## config.mk

```make
export PLATFORM = sky130hd
export DESIGN_NAME = cmd_sequencer
export DESIGN_NICKNAME = d
export VERILOG_FILES = /design/src/rtl/cmd_seq_pkg.sv /design/src/rtl/cmd_list_mem.sv /design/src/rtl/cmd_sequencer.sv
export SDC_FILE = /design/constraint.sdc
export NUM_CORES = 1
export LEC_CHECK = 0
export CELL_PAD_IN_SITES_DETAIL_PLACEMENT = 0
export CELL_PAD_IN_SITES_GLOBAL_PLACEMENT = 1
export CORE_MARGIN = 5
export CORE_UTILIZATION = 35
export CTS_BUF_LIST = sky130_fd_sc_hd__clkbuf_8 sky130_fd_sc_hd__clkbuf_16
export CTS_CLUSTER_SIZE = 12
export DETAILED_ROUTE_END_ITERATION = 6
export PLACE_DENSITY = 0.54
export RECOVER_POWER = 50
export SKIP_CTS_REPAIR_TIMING = 1
export SLEW_MARGIN = 30
export SYNTH_ARGS = -nofsm -noshare
export SYNTH_HDL_FRONTEND = slang
export SYNTH_SLANG_ARGS = --single-unit
```

## constraint.sdc

```tcl
create_clock -name clk -period 4.25 [get_ports clk]
set_input_delay 0.85 -clock clk [delete_from_list [all_inputs] [get_ports clk]]
set_output_delay 0.85 -clock clk [all_outputs]
set_load 0.02 [all_outputs]
```

## src/rtl/cmd_seq_pkg.sv

```systemverilog
// Shared types and constants for the command sequencer: FSM states, error codes,
// the default acknowledge byte and Knight command encodings used by the benches.
package cmd_seq_pkg;

    localparam int CMD_W = 16;

    typedef enum logic [2:0] {
        S_IDLE,
        S_ISSUE,
        S_WAIT_SNT,
        S_WAIT_RESP,
        S_FINISH
    } state_t;

    typedef enum logic [1:0] {
        ERR_NONE  = 2'd0,
        ERR_NAK   = 2'd1,
        ERR_TMO   = 2'd2,
        ERR_ABORT = 2'd3
    } err_code_t;

    localparam logic [7:0] ACK_VAL_DEFAULT = 8'hA5;

    // Knight opcodes live in the top nibble of a command word.
    localparam logic [3:0]       MOVE_OPC         = 4'h4;
    localparam logic [3:0]       MOVE_FANFARE_OPC = 4'h5;
    localparam logic [CMD_W-1:0] CAL_GYRO         = 16'h2000;

endpackage

```

## src/rtl/cmd_list_mem.sv

```systemverilog
// Command list storage: DEPTH x 16 register array, one write port,
// combinational read port, no reset.
module cmd_list_mem
    import cmd_seq_pkg::*;
#(
    parameter int DEPTH = 16,
    localparam int AW   = $clog2(DEPTH)
) (
    input  logic             clk,
    input  logic             we,
    input  logic [AW-1:0]    waddr,
    input  logic [CMD_W-1:0] wdata,
    input  logic [AW-1:0]    raddr,
    output logic [CMD_W-1:0] rdata
);

    logic [CMD_W-1:0] mem [DEPTH];

    always_ff @(posedge clk) begin
        if (we) begin
            mem[waddr] <= wdata;
        end
    end

    assign rdata = mem[raddr];

endmodule

```

## src/rtl/cmd_sequencer.sv

```systemverilog
// Plays a stored list of Knight commands into RemoteComm and checks each ACK.
// Optional macro CMD_SEQ_RETRY_EN: re-issue a timed-out command up to MAX_RETRY times.
module cmd_sequencer
    import cmd_seq_pkg::*;
#(
    parameter int          DEPTH        = 16,
    parameter int          TIMEOUT_CLKS = 50_000_000,
    parameter logic [7:0]  ACK_VAL      = ACK_VAL_DEFAULT,
    parameter int          MAX_RETRY    = 2,
    localparam int         AW           = $clog2(DEPTH),
    localparam int         CW           = $clog2(DEPTH) + 1
) (
    input  logic             clk,
    input  logic             rst_n,
    input  logic             load,
    input  logic [CMD_W-1:0] load_cmd,
    input  logic             clear,
    input  logic             start,
    input  logic             abort,
    output logic [CMD_W-1:0] cmd,
    output logic             snd_cmd,
    input  logic             cmd_snt,
    input  logic             resp_rdy,
    input  logic [7:0]       resp,
    output logic [CW-1:0]    count,
    output logic             full,
    output logic             ovf,
    output logic             busy,
    output logic             done,
    output logic             err,
    output logic [1:0]       err_code,
    output logic [AW-1:0]    idx
);

    localparam int          TMR_W    = (TIMEOUT_CLKS > 1) ? $clog2(TIMEOUT_CLKS) : 1;
    localparam logic [TMR_W-1:0] TMO_LAST = TMR_W'(TIMEOUT_CLKS - 1);

    state_t           state, state_nxt;
    logic [AW-1:0]    idx_nxt;
    logic [CW-1:0]    count_nxt;
    logic [CMD_W-1:0] cmd_nxt, rdata;
    logic             snd_nxt, ovf_nxt, done_nxt, err_nxt, we, tmr_clr, tmo;
    err_code_t        code_nxt;
    logic [TMR_W-1:0] tmr;

`ifdef CMD_SEQ_RETRY_EN
    localparam int RTY_W = (MAX_RETRY > 0) ? $clog2(MAX_RETRY + 1) : 1;
    logic [RTY_W-1:0] rty;
    logic             rty_inc, rty_clr;
`endif

    cmd_list_mem #(.DEPTH(DEPTH)) u_mem (
        .clk   (clk),
        .we    (we),
        .waddr (count[AW-1:0]),
        .wdata (load_cmd),
        .raddr (idx),
        .rdata (rdata)
    );

    assign tmo = (tmr == TMO_LAST);

    always_comb begin
        state_nxt = state;
        idx_nxt   = idx;
        count_nxt = count;
        cmd_nxt   = cmd;
        snd_nxt   = 1'b0;
        ovf_nxt   = ovf;
        done_nxt  = done;
        err_nxt   = err;
        code_nxt  = err_code_t'(err_code);
        we        = 1'b0;
        tmr_clr   = 1'b0;
`ifdef CMD_SEQ_RETRY_EN
        rty_inc   = 1'b0;
        rty_clr   = 1'b0;
`endif
        unique case (state)
            S_IDLE: begin
                if (clear) begin
                    count_nxt = '0;
                    ovf_nxt   = 1'b0;
                    done_nxt  = 1'b0;
                    err_nxt   = 1'b0;
                    code_nxt  = ERR_NONE;
                end else begin
                    if (load) begin
                        if (full) begin
                            ovf_nxt = 1'b1;
                        end else begin
                            we        = 1'b1;
                            count_nxt = count + CW'(1);
                        end
                    end
                    if (start) begin
                        done_nxt = 1'b0;
                        err_nxt  = 1'b0;
                        code_nxt = ERR_NONE;
                        if (count == '0) begin
                            done_nxt  = 1'b1;
                            state_nxt = S_FINISH;
                        end else begin
                            idx_nxt   = '0;
                            state_nxt = S_ISSUE;
`ifdef CMD_SEQ_RETRY_EN
                            rty_clr   = 1'b1;
`endif
                        end
                    end
                end
            end
            S_ISSUE, S_WAIT_SNT, S_WAIT_RESP: begin
                // Abort outranks any response or timeout seen in the same cycle.
                if (abort) begin
                    err_nxt   = 1'b1;
                    code_nxt  = ERR_ABORT;
                    state_nxt = S_FINISH;
                end else if (state == S_ISSUE) begin
                    cmd_nxt   = rdata;
                    snd_nxt   = 1'b1;
                    tmr_clr   = 1'b1;
                    state_nxt = S_WAIT_SNT;
                end else if (state == S_WAIT_SNT && cmd_snt) begin
                    tmr_clr   = 1'b1;
                    state_nxt = S_WAIT_RESP;
                end else if (state == S_WAIT_RESP && resp_rdy) begin
                    if (resp == ACK_VAL) begin
`ifdef CMD_SEQ_RETRY_EN
                        rty_clr = 1'b1;
`endif
                        if (CW'(idx) == count - CW'(1)) begin
                            done_nxt  = 1'b1;
                            state_nxt = S_FINISH;
                        end else begin
                            idx_nxt   = idx + AW'(1);
                            state_nxt = S_ISSUE;
                        end
                    end else begin
                        err_nxt   = 1'b1;
                        code_nxt  = ERR_NAK;
                        state_nxt = S_FINISH;
                    end
                end else if (state != S_ISSUE && tmo) begin
`ifdef CMD_SEQ_RETRY_EN
                    if (rty < RTY_W'(MAX_RETRY)) begin
                        rty_inc   = 1'b1;
                        state_nxt = S_ISSUE;
                    end else begin
                        err_nxt   = 1'b1;
                        code_nxt  = ERR_TMO;
                        state_nxt = S_FINISH;
                    end
`else
                    err_nxt   = 1'b1;
                    code_nxt  = ERR_TMO;
                    state_nxt = S_FINISH;
`endif
                end
            end
            S_FINISH: state_nxt = S_IDLE;
            default:  state_nxt = S_IDLE;
        endcase
    end

    // Registered outputs: every port reflects the state the FSM is entering.
    always_ff @(posedge clk) begin
        if (!rst_n) begin
            state    <= S_IDLE;
            idx      <= '0;
            count    <= '0;
            cmd      <= '0;
            snd_cmd  <= 1'b0;
            full     <= 1'b0;
            ovf      <= 1'b0;
            busy     <= 1'b0;
            done     <= 1'b0;
            err      <= 1'b0;
            err_code <= ERR_NONE;
        end else begin
            state    <= state_nxt;
            idx      <= idx_nxt;
            count    <= count_nxt;
            cmd      <= cmd_nxt;
            snd_cmd  <= snd_nxt;
            full     <= (count_nxt == CW'(DEPTH));
            ovf      <= ovf_nxt;
            busy     <= (state_nxt == S_ISSUE) || (state_nxt == S_WAIT_SNT) ||
                        (state_nxt == S_WAIT_RESP);
            done     <= done_nxt;
            err      <= err_nxt;
            err_code <= code_nxt;
        end
    end

    // Wait timer saturates at the timeout value instead of wrapping.
    always_ff @(posedge clk) begin
        if (!rst_n || tmr_clr || (state != S_WAIT_SNT && state != S_WAIT_RESP)) begin
            tmr <= '0;
        end else if (!tmo) begin
            tmr <= tmr + TMR_W'(1);
        end
    end

`ifdef CMD_SEQ_RETRY_EN
    always_ff @(posedge clk) begin
        if (!rst_n || rty_clr) begin
            rty <= '0;
        end else if (rty_inc) begin
            rty <= rty + RTY_W'(1);
        end
    end
`endif

endmodule

```

==> Flow_metrics.wiki <==
{| class="wikitable"
! Metric !! Value
|-
| Endpoint arrival time on the critical path || 3.60 ns
|-
| Reg2Reg Depth || 4
|-
| Cell with the most instances after synthesis || edfxtp_1
|-
| CORE AREA || around 0.036 mm2
|-
| Post-route setup TNS || 0 ns
|-
| Start point of the critical path || rst_n
|-
| Critical setup path kind || input port to flip-flop
|-
| Final routed DRC violation total || 0
|-
| Total vias in the final route || 6955
|-
| Yosys reg bits || 318
|-
| Post-synth EDFFs || 256
|-
| # fillers || 3203
|-
| VDD IR-drop max || 0.287 mV
|-
| Share of the clock period used by the worst path || 74.4%
|-
| Number of instances in the synthesized netlist || about 730
|-
| Peak clock frequency supported by timing || 0.316 GHz
|-
| Register clock-pin slew on the reported worst setup and hold paths || roughly 0.06 ns
|-
| Number of inserted diodes || 0
|-
| Layer with the highest usage after global routing || met2
|-
| Post-layout net count || 860
|-
| Weighted congestion reported at the end of routability-driven placement || 0.782
|-
| Synthesized net count || 765
|-
| Count of distinct cell types in the synthesized netlist || 58
|-
| Number of H-tree levels || 2
|-
| Remaining number of nets flagged by the antenna check after routing || 0
|-
| Number of detailed-routing iterations run before antenna repair || 5
|-
| Initial Util || between 30% and 40%
|-
| Overall die height || 201 um
|-
| Post-Route Skew || 0.0239 ns
|-
| Largest net degree at the start of global routing || 39
|-
| Cell taking the most area after synthesis || edfxtp_1
|-
| Area share of the largest cell type after synthesis || 60.3%
|-
| Routed wire per std cell || 23.1 um
|-
| Sequential cell area fraction in the yosys report || between 70% and 80%
|-
| Leading cell types by count after synthesis || edfxtp_1, mux4_2, dfxtp_1
|-
| Top FF cell, synth || edfxtp_1
|-
| RSZ-0062 raised after global routing || false
|-
| Max-capacitance violation count || 0
|-
| Area contributors post-synth || edfxtp_1, mux4_2, dfxtp_1
|-
| Worst-Margin Slew || between 1 and 1.5 ns
|-
| Placed cells || between 1000 and 1500
|-
| Yosys warning total || 0
|-
| GRT overflow || 0
|-
| Type of origin of the critical path || input port
|-
| GR Layer Usage met1 || 20.0%
|-
| I/O pin cnt || 65
|-
| Global-route met3 utilization || 2.81%
|-
| Number of global-route vias before repair || 7384
|-
| Total leakage power || 4.77 nW
|-
| Outcome || complete, no violations
|-
| Final setup viols || 0
|-
| Cell Rows || 69
|-
| Buffer type at the clock tree root || clkbuf_16
|-
| Area grow syn2layout || 18.8%
|-
| Post-synthesis instance area || 0.0127 mm2
|-
| Post-detail-place hpwl || 18.7 mm
|-
| Overall routing resource usage || 14.9%
|-
| Ratio of routed vias to standard cells || 5.32
|-
| Wire length of the first global-routing pass || 46.3 mm
|-
| Minimum period implied by the final worst setup slack || 3.16 ns
|-
| Worst-case register-to-register setup slack || ~1.6 ns
|-
| Classification of the worst-slack hold path || flip-flop to flip-flop
|-
| Power Dens Cells || 423 mW/mm2
|-
| CP endpoint kind || flip-flop
|-
| Post-detailed-routing wire length || 30.2 mm
|-
| Clock tree buffer depth || 3
|-
| Initial antenna violation count || 0
|-
| Worst R2R End || cmd[6]
|-
| Die outline area || 0.0403 mm2
|-
| Hold Violations, Final || 0
|-
| Worst-skew pair later-pin latency || 0.52 ns
|-
| Data required, critical path || 4.69 ns
|-
| Critical path peak fanout || 17
|-
| Die Width || 201 um
|-
| Rel. slew slack || 5.43%
|-
| Core utilization of the finished layout || 42.3%
|-
| RR Startpoint || idx[0]
|-
| Clock net sink count || 318
|-
| Proportion of layout cells with a drive suffix above 1 || roughly 19%
|-
| Async set or reset register ratio after synthesis || 0%
|-
| Termination of the worst setup path || cmd[6]
|-
| Post-layout instance count excluding filler cells || between 1000 and 1500
|-
| Number of clock buffers inserted by TritonCTS || 36
|-
| Mean area per synthesized cell || 17.5 um2
|-
| Iteration-0 DRC Markers || 393
|-
| TritonCTS clock tree || built
|-
| Port-buffer cells || 64
|-
| Count of pins over their slew limit || 0
|-
| Grt met2 use || about 25%
|}
[how the worst min path moves through the flow]
stage	startpoint	endpoint	slack, ns	depth (start not counted)
2_1_floorplan	tmr[15]	tmr[15]	0.47	2
3_3_place_gp	err	err	0.44	2
3_5_place_dp	err	err	0.44	2
4_1_cts	err	err	0.45	2
5_1_grt	cmd[7]	cmd[7]	0.48	1
6_report	err	err	0.44	2
[sequential cells by signal, summed over array words and instances, names as in the netlist]
register / cells
idx: 4
snd_cmd: 1
ovf: 1
err: 1
err_code: 2
busy: 1
full: 1
state: 3
cmd: 16
done: 1
u_mem.mem: 256
count: 5
tmr: 26
[per-stage QoR]
| step | instance area (um2) | total power [mW] | hold slack, ns | worst slack, ns |
|---|---|---|---|---|
| floorplan | 12700 | 3.50 | 0.467 | 1.34 |
| global placement | 14000 | 3.59 | 0.441 | 1.25 |
| detailed placement | 14000 | 3.59 | 0.440 | 1.23 |
| CTS | 15100 | 6.49 | 0.449 | 1.14 |
| global route | 15100 | 6.63 | 0.485 | 0.898 |
| finish | 15100 | 6.40 | 0.441 | 1.09 |
[area by class of cell]
cell class | count | area, um2 | area share [%]
multi-input combinational | 355 | 3580 | 23.7
clock buffer | 38 | 928 | 6.13
sequential | 318 | 8930 | 59.0
clock inverter | 25 | 173 | 1.14
timing repair buffer | 95 | 882 | 5.83
tap | 461 | 577 | 3.81
inverter | 16 | 60.1 | 0.397
[report_power, final]
group,internal [mW],switching (mW),leakage (nW)
clock,1.69,1.18,0.580
sequential,3.37,0.00695,2.81
combinational,0.0558,0.0836,1.39
[critical path, cell delays in order]
cell,delay [ns]
dlygate4sd3_1,0.81
nand2b_1,0.19
or3_1,0.38
clkinv_1,0.05
clkbuf_1,1.02
a22o_1,0.29
[routing by layer]
| layer | wire, um | share of wire, % |
|---|---|---|
| met1 | 13200 | 44 |
| met2 | 14800 | 49 |
| met3 | 1460 | 4.9 |
| met4 | 664 | 2.2 |
| met5 | 0 | 0 |
[cells in the final DEF (no fill, tap or decap), types with 8 or more instances in the layout]
master / n
a21oi_1: 12
a22o_1: 16
and4_1: 8
buf_4: 29
clkbuf_16: 36
clkdlybuf4s50_1: 23
dfxtp_1: 60
dlygate4sd3_1: 41
edfxtp_1: 256
inv_1: 25
mux4_2: 78
nand2_1: 24
nand3_1: 14
nand4_1: 8
nor2_1: 47
nor3_1: 16
o21ai_0: 11
or3_1: 8
xnor2_1: 23
[cells by family after synthesis]
group	after synthesis	share of synthesized area [%]
xor+xnor	29	1.99
buf+inv	54	1.99
mux	82	14.4
fa+ha+maj	6	0.589
flops	318	70.1
compound gates	71	4.04
simple gates	167	6.96
Power figures use the tool's default switching activity.
